**src/rtl/mem_pkg.sv**
```systemverilog
// Shared types and default sizing for the load/store memory access unit.
package mem_pkg;
   localparam int DEF_ADDR_WIDTH = 32;
   localparam int DEF_DATA_WIDTH = 32;
   localparam int DEF_TIMEOUT    = 255;

   typedef enum logic [1:0] {
      IDLE = 2'd0,
      REQ  = 2'd1,
      DONE = 2'd2
   } state_t;
endpackage

```
**src/rtl/mem_access_unit_if.sv**
```systemverilog
// CPU-side load/store controls plus the external memory request bus.
interface mem_access_unit_if import mem_pkg::*; #(
   parameter int ADDR_WIDTH = DEF_ADDR_WIDTH,
   parameter int DATA_WIDTH = DEF_DATA_WIDTH
) ();
   logic                  MemRead;
   logic                  MemWrite;
   logic [ADDR_WIDTH-1:0] Addr;
   logic [DATA_WIDTH-1:0] WriteData;
   logic [DATA_WIDTH-1:0] ReadData;
   logic                  Stall;
   logic                  AlignErr;
   logic                  TimeoutErr;
   logic                  mem_req;
   logic                  mem_we;
   logic [ADDR_WIDTH-1:0] mem_addr;
   logic [DATA_WIDTH-1:0] mem_wdata;
   logic [DATA_WIDTH-1:0] mem_rdata;
   logic                  mem_ack;

   modport master (
      input  MemRead, MemWrite, Addr, WriteData, mem_rdata, mem_ack,
      output ReadData, Stall, AlignErr, TimeoutErr,
             mem_req, mem_we, mem_addr, mem_wdata
   );

   modport slave (
      output MemRead, MemWrite, Addr, WriteData, mem_rdata, mem_ack,
      input  ReadData, Stall, AlignErr, TimeoutErr,
             mem_req, mem_we, mem_addr, mem_wdata
   );
endinterface

```
**src/rtl/wait_counter.sv**
```systemverilog
// Counts un-acknowledged request cycles; tc flags the cycle whose increment reaches LIMIT.
module wait_counter import mem_pkg::*; #(
   parameter int LIMIT = DEF_TIMEOUT,
   parameter int WIDTH = $clog2(LIMIT + 1)
) (
   input  logic clk,
   input  logic reset,
   input  logic clear,
   input  logic enable,
   output logic tc
);
   logic [WIDTH-1:0] count;

   always_ff @(posedge clk or negedge reset) begin
      if (!reset)
         count <= '0;
      else if (clear)
         count <= '0;
      else if (enable)
         count <= count + WIDTH'(1);
   end

   assign tc = enable && (count == WIDTH'(LIMIT - 1));
endmodule

```
**src/rtl/mem_access_unit.sv**
```systemverilog
// Word-aligned load/store sequencer: IDLE detect, REQ until ack or timeout, one DONE cycle.
// Latency 3 cycles plus one per cycle of ack delay; Stall holds the datapath meanwhile.
module mem_access_unit import mem_pkg::*; #(
   parameter int ADDR_WIDTH = DEF_ADDR_WIDTH,
   parameter int DATA_WIDTH = DEF_DATA_WIDTH,
   parameter int TIMEOUT    = DEF_TIMEOUT
) (
   input logic               clk,
   input logic               reset,
   mem_access_unit_if.master bus
);
   state_t                state, state_nxt;
   logic                  req_any, aligned;
   logic                  start, acked, timed_out, tc;
   logic                  we_q, align_err_q, timeout_err_q;
   logic [ADDR_WIDTH-1:0] addr_q;
   logic [DATA_WIDTH-1:0] wdata_q, rdata_q;

   assign req_any = bus.MemRead | bus.MemWrite;
   assign aligned = (bus.Addr[1:0] == 2'b00);

   always_comb begin
      state_nxt = state;
      start     = 1'b0;
      acked     = 1'b0;
      timed_out = 1'b0;
      case (state)
         IDLE: if (req_any && aligned) begin
            start     = 1'b1;
            state_nxt = REQ;
         end
         REQ: if (bus.mem_ack) begin
            acked     = 1'b1;
            state_nxt = DONE;
         end else if (tc) begin
            timed_out = 1'b1;
            state_nxt = DONE;
         end
         DONE:    state_nxt = IDLE;
         default: state_nxt = IDLE;
      endcase
   end

   wait_counter #(.LIMIT(TIMEOUT)) u_wait (
      .clk    (clk),
      .reset  (reset),
      .clear  (start),
      .enable ((state == REQ) && !bus.mem_ack),
      .tc     (tc)
   );

   always_ff @(posedge clk or negedge reset) begin
      if (!reset)
         state <= IDLE;
      else
         state <= state_nxt;
   end

   always_ff @(posedge clk or negedge reset) begin
      if (!reset) begin
         we_q          <= 1'b0;
         addr_q        <= '0;
         wdata_q       <= '0;
         rdata_q       <= '0;
         align_err_q   <= 1'b0;
         timeout_err_q <= 1'b0;
      end else begin
         align_err_q   <= (state == IDLE) && req_any && !aligned;
         timeout_err_q <= timed_out;
         // MemWrite alone decides direction, so a read+write collision becomes a store
         if (start) begin
            addr_q  <= bus.Addr;
            wdata_q <= bus.WriteData;
            we_q    <= bus.MemWrite;
         end
         if (acked && !we_q)
            rdata_q <= bus.mem_rdata;
         else if (timed_out && !we_q)
            rdata_q <= '0;
      end
   end

   assign bus.Stall      = start || (state == REQ);
   assign bus.mem_req    = (state == REQ);
   assign bus.mem_we     = we_q;
   assign bus.mem_addr   = addr_q;
   assign bus.mem_wdata  = wdata_q;
   assign bus.ReadData   = rdata_q;
   assign bus.AlignErr   = align_err_q;
   assign bus.TimeoutErr = timeout_err_q;
endmodule

```
**src/flat_wrapper.sv**
```systemverilog
// flat-port wrapper written by rule: the top's interface ports become plain ports
module mem_access_unit_flat import mem_pkg::*;
#(
   parameter int ADDR_WIDTH = DEF_ADDR_WIDTH,
   parameter int DATA_WIDTH = DEF_DATA_WIDTH,
   parameter int TIMEOUT    = DEF_TIMEOUT
)
  (clk, reset, bus_MemRead, bus_MemWrite, bus_Addr, bus_WriteData, bus_mem_rdata, bus_mem_ack, bus_ReadData, bus_Stall, bus_AlignErr, bus_TimeoutErr, bus_mem_req, bus_mem_we, bus_mem_addr, bus_mem_wdata);
  mem_access_unit_if #(.ADDR_WIDTH(ADDR_WIDTH), .DATA_WIDTH(DATA_WIDTH)) bus_i ();
  input logic clk;
  input logic reset;
  input wire logic [$bits(bus_i.MemRead)-1:0] bus_MemRead;
  input wire logic [$bits(bus_i.MemWrite)-1:0] bus_MemWrite;
  input wire logic [$bits(bus_i.Addr)-1:0] bus_Addr;
  input wire logic [$bits(bus_i.WriteData)-1:0] bus_WriteData;
  input wire logic [$bits(bus_i.mem_rdata)-1:0] bus_mem_rdata;
  input wire logic [$bits(bus_i.mem_ack)-1:0] bus_mem_ack;
  output wire logic [$bits(bus_i.ReadData)-1:0] bus_ReadData;
  output wire logic [$bits(bus_i.Stall)-1:0] bus_Stall;
  output wire logic [$bits(bus_i.AlignErr)-1:0] bus_AlignErr;
  output wire logic [$bits(bus_i.TimeoutErr)-1:0] bus_TimeoutErr;
  output wire logic [$bits(bus_i.mem_req)-1:0] bus_mem_req;
  output wire logic [$bits(bus_i.mem_we)-1:0] bus_mem_we;
  output wire logic [$bits(bus_i.mem_addr)-1:0] bus_mem_addr;
  output wire logic [$bits(bus_i.mem_wdata)-1:0] bus_mem_wdata;
  assign bus_i.MemRead = bus_MemRead;
  assign bus_i.MemWrite = bus_MemWrite;
  assign bus_i.Addr = bus_Addr;
  assign bus_i.WriteData = bus_WriteData;
  assign bus_i.mem_rdata = bus_mem_rdata;
  assign bus_i.mem_ack = bus_mem_ack;
  assign bus_ReadData = bus_i.ReadData;
  assign bus_Stall = bus_i.Stall;
  assign bus_AlignErr = bus_i.AlignErr;
  assign bus_TimeoutErr = bus_i.TimeoutErr;
  assign bus_mem_req = bus_i.mem_req;
  assign bus_mem_we = bus_i.mem_we;
  assign bus_mem_addr = bus_i.mem_addr;
  assign bus_mem_wdata = bus_i.mem_wdata;
  mem_access_unit #(.ADDR_WIDTH(ADDR_WIDTH), .DATA_WIDTH(DATA_WIDTH), .TIMEOUT(TIMEOUT)) u_core (.clk(clk), .reset(reset), .bus(bus_i));
endmodule
```
**config.mk**
```make
export PLATFORM = sky130hd
export DESIGN_NAME = mem_access_unit_flat
export DESIGN_NICKNAME = d
export VERILOG_FILES = /design/src/rtl/mem_pkg.sv /design/src/rtl/mem_access_unit_if.sv /design/src/rtl/wait_counter.sv /design/src/rtl/mem_access_unit.sv /design/src/flat_wrapper.sv
export SDC_FILE = /design/constraint.sdc
export NUM_CORES = 1
export LEC_CHECK = 0
export BUFFER_PORTS_ARGS = -buffer_cell sky130_fd_sc_hd__buf_2
export CAP_MARGIN = 15
export CORE_MARGIN = 3
export CORE_UTILIZATION = 49
export DETAILED_ROUTE_END_ITERATION = 8
export GPL_ROUTABILITY_DRIVEN = 0
export PLACE_DENSITY = 0.84
export SYNTH_ARGS = -nofsm -noshare
export SYNTH_HDL_FRONTEND = slang
export SYNTH_HIERARCHICAL = 1
export SYNTH_SLANG_ARGS = --single-unit
```
**constraint.sdc**
```tcl
create_clock -name clk -period 5.23 [get_ports clk]
set_input_delay 0 -clock clk [delete_from_list [all_inputs] [get_ports clk]]
set_output_delay 0 -clock clk [all_outputs]
set_load 0.05 [all_outputs]
```
==> impl_metrics.env <==
export IMPL_outcome="finished, final reports clean"
export IMPL_grt_util_all_layers=0.2692
export IMPL_route_detailed_drc=0
export IMPL_timing_setup_tns_ns=0
export IMPL_cts_sinks=109
export IMPL_peakVddDrop_mv=0.3078
export IMPL_final_cell_mix="200 x buf_2, 109 x dfrtp_1, 100 x dlygate4sd3_1"
export IMPL_drtPass1Iterations=4
export IMPL_arrival_ns=3.00
export IMPL_clk_latency_ns=0.36
export IMPL_postCtsSetupBuffers=0
export IMPL_grt_max_degree=73
export IMPL_first_global_vias=3963
export IMPL_port_buffers=201
export IMPL_critPathSlowestCell="or3_1"
export IMPL_layout_drive_gt1_share=0.5009
export IMPL_synth_nets=372
export IMPL_rows=33
export IMPL_ff2ff_path_depth=7
export IMPL_diodes=0
export IMPL_cpMostUsedCell="nor2_1"
export IMPL_core_area_sq_um=8258
export IMPL_fill_cells=454
export IMPL_slowest_delay_ns=0.75
export IMPL_path_cells="nand2b_4 > nor2_1 > nand4_1 > nor2_1 > nor2_1 > or3_1 > a22o_1"
export IMPL_synth_area_sq_um=4199
export IMPL_worstSetupPathType="reg2reg"
export IMPL_grt_ovfl_total=0
export IMPL_start_util=0.5085
export IMPL_tritoncts="yes"
export IMPL_area_growth_pct=53.90
export IMPL_totalPowerFinal_w=0.003440
export IMPL_skew_ns=0.009285
export IMPL_root_buffer="clkbuf_8"
export IMPL_worst_slew_pin_slew_ns=1.099
export IMPL_grt_pass1_wl_um=20450
export IMPL_period_needed_ns=2.766
export IMPL_critPathTopFamily="simple AND/OR/NAND/NOR gates"
export IMPL_setup_viol=0
export IMPL_period_share=0.5288
export IMPL_seq_area_frac_synth=0.6496
export IMPL_nets=671
export IMPL_vias=3486
export IMPL_cp_start_kind="register"
export IMPL_clkTransAtPathRegs_ns=0.10
export IMPL_wl_per_cell_um=18.97
export IMPL_synthCells=269
export IMPL_p_sw_w=0.001679
export IMPL_synth_yosys_warnings=6
export IMPL_antenna_found_initial=0
export IMPL_min_path_type="in2async"
export IMPL_p_clk_frac=0.136
export IMPL_max_cap_viol_count=0
export IMPL_drt_wl_total_um=12860
export IMPL_drtIter0Drc=106
export IMPL_cp_required_ns=5.47
export IMPL_p_int_w=0.001761
export IMPL_syn_avg_cell_area_sq_um=15.61
export IMPL_io_pins=202
export IMPL_fin_util=0.7826
export IMPL_reg2reg_setup_slack_ns=2.46
export IMPL_grt_setup_unrepaired="no"
export IMPL_cp_num_cells=7
export IMPL_fmax_ghz=0.3616
export IMPL_ff_latch_area_sq_um=2728
export IMPL_dieArea_sq_um=9716
export IMPL_max_slew_margin=0.2673
export IMPL_cp_end_kind="register"
export IMPL_ys_ff_latch=109
export IMPL_hold_violations=0
export IMPL_cp_endpoint="u_core/bus.ReadData[27]"
export IMPL_power_leakage_nw=3.324
export IMPL_via_per_inst=5.142
export IMPL_crit_buf_inv=0
export IMPL_die_h_um=98.57
export IMPL_setup_slack_ns=2.464
export IMPL_dieWidth_um=98.57
export IMPL_p_per_area_nw_per_um2=532.3
export IMPL_clock_path_buffers=2
export IMPL_r2r_start="u_core/state[1]"
export IMPL_maxSlewViolCount=0
export IMPL_p_sw_frac=0.4882
export IMPL_multi_input_area_sq_um=1360
export IMPL_dp_hpwl_um=7248
export IMPL_h_tree_depth=3
export IMPL_p_comb_frac=0.494
export IMPL_yosysUniqueCellTypes=26
export IMPL_seq_power_share=0.370
export IMPL_postRouteAntennaNets=0
export IMPL_crit_start="u_core/state[1]"
export IMPL_worstPathMaxFanout=32
export IMPL_timing_rr_end="u_core/bus.ReadData[27]"
export IMPL_final_common_cell="buf_2"
export IMPL_cts_buffers=9
export IMPL_place_ws_ns=2.551
==> worst min path at each step <==
stage / end / slack, ns / depth (start not counted)
final: u_core/bus.mem_wdata[30] / 0.14 / 2
after global routing: u_core/bus.mem_wdata[22] / 0.17 / 2
after CTS: u_core/bus.mem_wdata[22] / 0.13 / 2
after detailed placement: u_core/bus.mem_wdata[22] / -0.02 / 1
after global placement: u_core/bus.mem_wdata[22] / -0.02 / 1
after floorplan: u_core/bus.AlignErr / -0.30 / 0
==> cell usage after synthesis <==
library cell	instances	area (sq um)
a211oi_1	1	7.510
nor3b_2	1	12.51
and2_1	3	18.77
buf_2	8	40.04
mux2_4	15	225.2
o211ai_2	1	12.51
xnor2_1	1	8.760
dfrtp_1	109	2728
a22o_1	32	280.3
nand2_1	3	11.26
nand4_4	1	21.27
buf_6	5	56.30
nand3_1	2	10.01
nand4_1	3	18.77
buf_4	2	15.01
o21ai_0	4	20.02
ha_1	2	25.02
a21oi_1	3	15.01
inv_1	3	11.26
nand2b_4	1	13.76
or3_1	4	25.02
xor2_1	3	26.28
mux2_2	48	540.5
o31ai_1	1	7.510
clkbuf_1	1	3.750
nor2_1	12	45.04
==> sequential cells by signal (all words and copies together) (netlist names) <==
name,count
u_core/bus.ReadData,32
u_core/bus.mem_addr,32
u_core/bus.mem_wdata,32
u_core/u_wait/count,8
u_core/state,2
u_core/bus.AlignErr,1
u_core/bus.TimeoutErr,1
u_core/bus.mem_we,1
==> layout make-up <==
type	instances	area share
repair buffers	304	0.3175
clock buffers	9	0.01917
flip-flops and latches	109	0.4221
inverters	3	0.001742
well taps	105	0.02033
clock inverters	7	0.008712
multi-input cells	141	0.2105
==> worst reg2reg max path, stage by stage (launching register included) <==
cell	delay (ns)
dfrtp_1	0.39
nand2b_4	0.18
nor2_1	0.52
nand4_1	0.16
nor2_1	0.19
nor2_1	0.07
or3_1	0.75
a22o_1	0.39
==> layer usage <==
metal / wire length, um / part of all wire / GRT usage
met1: 4510 / 0.35 / 0.2920
met2: 7106 / 0.55 / 0.5049
met3: 792 / 0.062 / 0.06157
met4: 451 / 0.035 / 0.1061
met5: 0 / 0 / 0
==> cell families (layout without fill, tap and decap cells) <==
kind of cell    after synthesis  count (layout)  synth area share
buf+inv                      19             323           0.03009
xor+xnor                      4               4          0.008345
compound gates               42              42           0.08165
flops                       109             109            0.6496
mux                          63              63            0.1824
fa+ha+maj                     2               2          0.005959
simple gates                 30              30           0.04201
==> power groups by stage <==
stage / clock [W] / sequential [W] / combinational, W
2_1_floorplan: 0 / 0.00216 / 0.000305
3_3_place_gp: 0 / 0.00126 / 0.00158
3_5_place_dp: 0 / 0.00127 / 0.00161
4_1_cts: 0.000482 / 0.00125 / 0.00167
5_1_grt: 0.000512 / 0.00130 / 0.00176
6_report: 0.000467 / 0.00127 / 0.00170
==> repair_timing <==
item / CTS / global route
hold buffers: 100 / 0
resized for setup: 0 / 0
endpoints found under the hold margin: 135 / 0
==> metrics by stage <==
step	cells	cell area [sq um]	hold slack [ns]
3_3_place_gp	561	5254	-0.02438
3_5_place_dp	561	5254	-0.02100
6_report	678	6462	0.1399
2_1_floorplan	269	4199	-0.2956
5_1_grt	678	6462	0.1696
4_1_cts	677	6435	0.1275
(Power assumes the default switching activity.)
